===== config.mk =====
export PLATFORM = sky130hd
export DESIGN_NAME = regfile_mp
export DESIGN_NICKNAME = d
export VERILOG_FILES = /design/src/rtl/regfile_mp.sv
export SDC_FILE = /design/constraint.sdc
export NUM_CORES = 2
export LEC_CHECK = 0
export BUFFER_PORTS_ARGS = -buffer_cell sky130_fd_sc_hd__buf_2
export CAP_MARGIN = 10
export CORE_AREA = 2 2 323 293
export DETAILED_ROUTE_END_ITERATION = 6
export DIE_AREA = 0 0 325 295
export PLACE_DENSITY_LB_ADDON = 0.12
export SETUP_SLACK_MARGIN = 0.02
export SLEW_MARGIN = 20
export SYNTH_ARGS = -nofsm -noshare
export SYNTH_HDL_FRONTEND = slang
export SYNTH_SLANG_ARGS = --single-unit

===== constraint.sdc =====
create_clock -name clk -period 2.7 [get_ports clk]
set_input_delay 0.54 -clock clk [delete_from_list [all_inputs] [get_ports clk]]
set_output_delay 0.54 -clock clk [all_outputs]
set_load 0.1 [all_outputs]

===== src/rtl/regfile_mp.sv =====
// rtl/regfile_mp.sv - multi-read-port register file with per-register pending-write scoreboard.
// Optional same-cycle write-to-read forwarding is enabled by defining REGFILE_BYPASS_EN.
module regfile_mp #(
  parameter int XLEN = 32,
  parameter int NREG = 32,
  parameter int NRD  = 2
) (
  input  logic                clk,
  input  logic                rst,
  input  logic                we,
  input  logic [$clog2(NREG)-1:0] waddr,
  input  logic [XLEN-1:0]     wdata,
  input  logic                re,
  input  logic [NRD*$clog2(NREG)-1:0] raddr,
  output logic [NRD*XLEN-1:0] rdata,
  input  logic                claim,
  input  logic [$clog2(NREG)-1:0] caddr,
  output logic [NRD-1:0]      rbusy
);
  localparam int AW = $clog2(NREG);

  logic [XLEN-1:0] regs   [NREG];
  logic [XLEN-1:0] rd_val [NRD];
  logic [NREG-1:0] busy;

  for (genvar g = 0; g < NRD; g++) begin : g_port
    logic [AW-1:0] ra;
    assign ra = raddr[g*AW +: AW];
`ifdef REGFILE_BYPASS_EN
    logic hit;
    assign hit       = re && we && (waddr == ra) && (ra != '0);
    assign rd_val[g] = hit ? wdata : regs[ra];
    // A same-cycle write resolves the pending state unless a newer claim retakes it.
    assign rbusy[g]  = busy[ra] && (ra != '0) && !(hit && !(claim && (caddr == ra)));
`else
    assign rd_val[g] = regs[ra];
    assign rbusy[g]  = busy[ra] && (ra != '0);
`endif
  end

  always_ff @(posedge clk or negedge rst) begin
    if (!rst) begin
      for (int i = 0; i < NREG; i++) regs[i] <= '0;
      busy  <= '0;
      rdata <= '0;
    end else begin
      if (we && (waddr != '0)) begin
        regs[waddr] <= wdata;
        busy[waddr] <= 1'b0;
      end
      // Placed after the write clear so a coincident claim keeps the bit set.
      if (claim && (caddr != '0)) busy[caddr] <= 1'b1;
      if (re) begin
        for (int i = 0; i < NRD; i++) rdata[i*XLEN +: XLEN] <= rd_val[i];
      end
    end
  end
endmodule

==> results.yml <==
pwr:
  power_mw: 49.3
  p_per_area_mw_per_mm2: 750
  max-vdd-ir-drop_mv: 0.571
  p_leak_nw: 29.6
timing:
  whs_ns: 0.148
  slew_headroom: 0.434
  fin_skew_ns: 0.0318
  finalHoldViolCount: 0
  worst_pin_slew_ns: 0.849
  finalCritPeriodShare: 1.11
  setup_slack_ns: -0.287
  rsz0062_at_grt: "true"
  setup_viol: 2
  max_freq_ghz: 0.335
  layout_min_cycle_time_ns: 2.99
  finalMaxSlewViolations: 0
flow_run:
  drv_cap: 0
yosys:
  synthTopCellsByArea: "dfrtp_1 (48%), mux2_2 (20%), mux4_2 (15%), mux2i_1 (5.8%), clkbuf_1 (1.3%)"
  yosysSeqAreaShare: 0.478
  yosys.area_share.simple: 0.0225
  ys.warnings.count: 0
  synth_xor_area_frac: 0
  syn_nets: 4141
  yosys.area.top_type: "dfrtp_1"
  synth_top_area_share: 0.478
  synthArstFlopShare: 1.00
  syn_area_mm2: 0.0586
  syn_area_per_cell_um2: 14.4
  ys_types: 52
  synthAdderAreaFrac: 0
  ys.flop_type: "dfrtp_1"
  synth.area.mux_share: 0.413
  ys_seq_elements: 1119
  syn_inst: 4084
  synth_compound_area_frac: 0.0483
  synth_top_family_by_area: "multiplexers"
  synth_edf_count: 0
critical_path:
  arrival_ns: 2.45
  r2r-end: "rdata[44]"
  cp-end-kind: "output port"
  regToRegSetupSlack_ns: 0.97
  r2r_start: "regs[940]"
  worstSetupPathType: "register to output port"
  cp_max_fo: 3
  startpoint_type: "register"
  cp.required_ns: 2.16
  r2r_cells: 4
final_layout:
  drive_above_1_share: 0.483
  area_growth_pct: 12.2
  fin_nets: 4142
  final_cells: 5433
floorplan:
  io_pins: 123
  rows: 106
  die_area_mm2: 0.0959
  start_util: 0.634
  fp.dieH_um: 295
  coreArea_mm2: 0.0924
  dieWidth_um: 325
grt:
  grt_overflow: 0
  grt_pass1_wl_um: 259000
  grt_pass1_vias: 39600
  grt.total_usage: 0.365
  grt_max_degree: 113
  antenna_found_initial: 11
status:
  violations: "setup timing"
  status: "finished, violations left"
route:
  via_per_inst: 7.02
  firstDrtPassIters: 5
  final_antenna_net_count: 0
  drt_first_iter_violations: 3576
  vias: 38100
  avgRoutedWirePerCell_um: 31.8
  post-route-drc-count: 0
  drt_wl_total_um: 173000
cts:
  clock_tree.root_cell: "clkbuf_16"
  cts_setup_buffers: 0
  cts-buffers-inserted: 113
  clkTransAtPathRegs_ns: 0.06
  clock_latency_ns: 0.72
  htree_levels: 3
  clockBufferDepth: 3
  cts_tree: "done"
  clock_sinks: 1119
place:
  place_congestion: 0.927
  post-place-ws_ns: 0.0565
  portBuffers: 122
  dp_cells: 5211
  dp_hpwl_um: 105000
hold_path:
  holdPathEnd: "busy[5]"
  holdPathStages: 2
  min_from: "caddr[3]"
  hold_path_class: "input port to register"
-- cell type report --
| class | count | area [µm²] |
|---|---|---|
| Fill cell | 6263 | 26700 |
| Inverter | 3 | 11.3 |
| Clock inverter | 43 | 564 |
| Multi-Input combinational cell | 2514 | 28700 |
| Antenna cell | 8 | 20.0 |
| Sequential cell | 1119 | 28000 |
| Clock buffer | 170 | 3370 |
| Tap cell | 1242 | 1550 |
| Timing Repair Buffer | 334 | 3580 |
-- kinds of logic after synthesis --
kind of cell           count (synthesis)
muxes                               1794
AOI/OAI and AO/OA                    427
and+or+nand+nor                      293
DFF                                 1119
buffers and inverters                451
-- sequential cells by signal (all words and copies together), names as in the netlist --
signal  flops
busy       31
rdata      64
regs     1024
-- power breakdown --
group          internal [mW]  switching, mW  leakage [nW]
Sequential              19.9           2.40          14.3
Clock                   9.83           6.77          1.93
Combinational           5.65           4.78          13.4
-- per-layer routing --
metal / vias to the layer above / track usage / share of wire
met5: - / 0 / 0
met4: 0 / 0.151 / 0.044
met3: 438 / 0.0702 / 0.080
met2: 1660 / 0.575 / 0.47
met1: 20500 / 0.507 / 0.41
li1: 15500 / - / -
-- synthesized netlist by cell type (5+ instances only) --
| master | count |
|---|---|
| a22o_1 | 5 |
| mux4_2 | 393 |
| nand2_1 | 151 |
| nand3_1 | 7 |
| a32o_1 | 5 |
| a22oi_1 | 68 |
| buf_4 | 54 |
| buf_6 | 16 |
| nor2b_1 | 9 |
| mux2i_1 | 340 |
| a31oi_1 | 60 |
| clkbuf_1 | 205 |
| o21ai_0 | 27 |
| mux2_2 | 1055 |
| o22ai_1 | 60 |
| mux2_1 | 5 |
| a21oi_1 | 120 |
| buf_1 | 23 |
| nand2b_1 | 9 |
| nor2_1 | 87 |
| a211o_1 | 60 |
| dfrtp_1 | 1119 |
| a221oi_1 | 7 |
| buf_2 | 146 |
-- critical path, stage by stage, from the launching register on --
cell and delay, ns:
dfrtp_1 0.39, mux2i_1 0.09, mux4_2 0.48, mux2_4 0.30, o211ai_4 0.28, buf_12 0.22
-- how the worst max path moves through the flow --
stage | startpoint | to | slack, ns | depth (start not counted)
after detailed placement | raddr[1] | rbusy[0] | 0.06 | 6
after global placement | raddr[1] | rbusy[0] | 0.07 | 6
after floorplan | raddr[1] | rbusy[0] | -0.21 | 7
final | busy[3] | rbusy[0] | -0.29 | 5
after CTS | busy[3] | rbusy[0] | -0.31 | 5
after global routing | busy[3] | rbusy[0] | -0.33 | 5
-- per-stage QoR --
| step | util | setup TNS [ns] | instance area, µm² |
|---|---|---|---|
| after floorplan | - | -0.205 | 58600 |
| after global placement | 0.668 | 0 | 61800 |
| after detailed placement | 0.668 | 0 | 61800 |
| after CTS | 0.711 | -0.544 | 65700 |
| after global routing | 0.711 | -0.630 | 65700 |
| final | 0.711 | -0.511 | 65800 |
-- timing repair --
| item | 4_1_cts | 5_1_grt |
|---|---|---|
| endpoints found under the hold margin | 35 | 0 |
| pin swaps | 1 | 0 |
| hold buffers | 1 | 0 |
| resized for setup | 5 | 0 |
| endpoints found under the setup margin | 2 | 2 |
-- cell usage in the layout, fill, tap and decap left out, types with 27 or more instances in the layout --
| cell type | count |
|---|---|
| a211o_1 | 60 |
| a21oi_1 | 120 |
| a22oi_1 | 68 |
| a31oi_1 | 60 |
| buf_12 | 103 |
| buf_2 | 110 |
| buf_4 | 113 |
| clkbuf_1 | 30 |
| clkbuf_16 | 118 |
| dfrtp_1 | 1119 |
| mux2_2 | 1053 |
| mux2i_1 | 340 |
| mux4_2 | 393 |
| nand2_1 | 134 |
| nor2_1 | 71 |
| o21ai_0 | 27 |
| o22ai_1 | 60 |
Note: power is estimated with default switching activity, not from simulation.
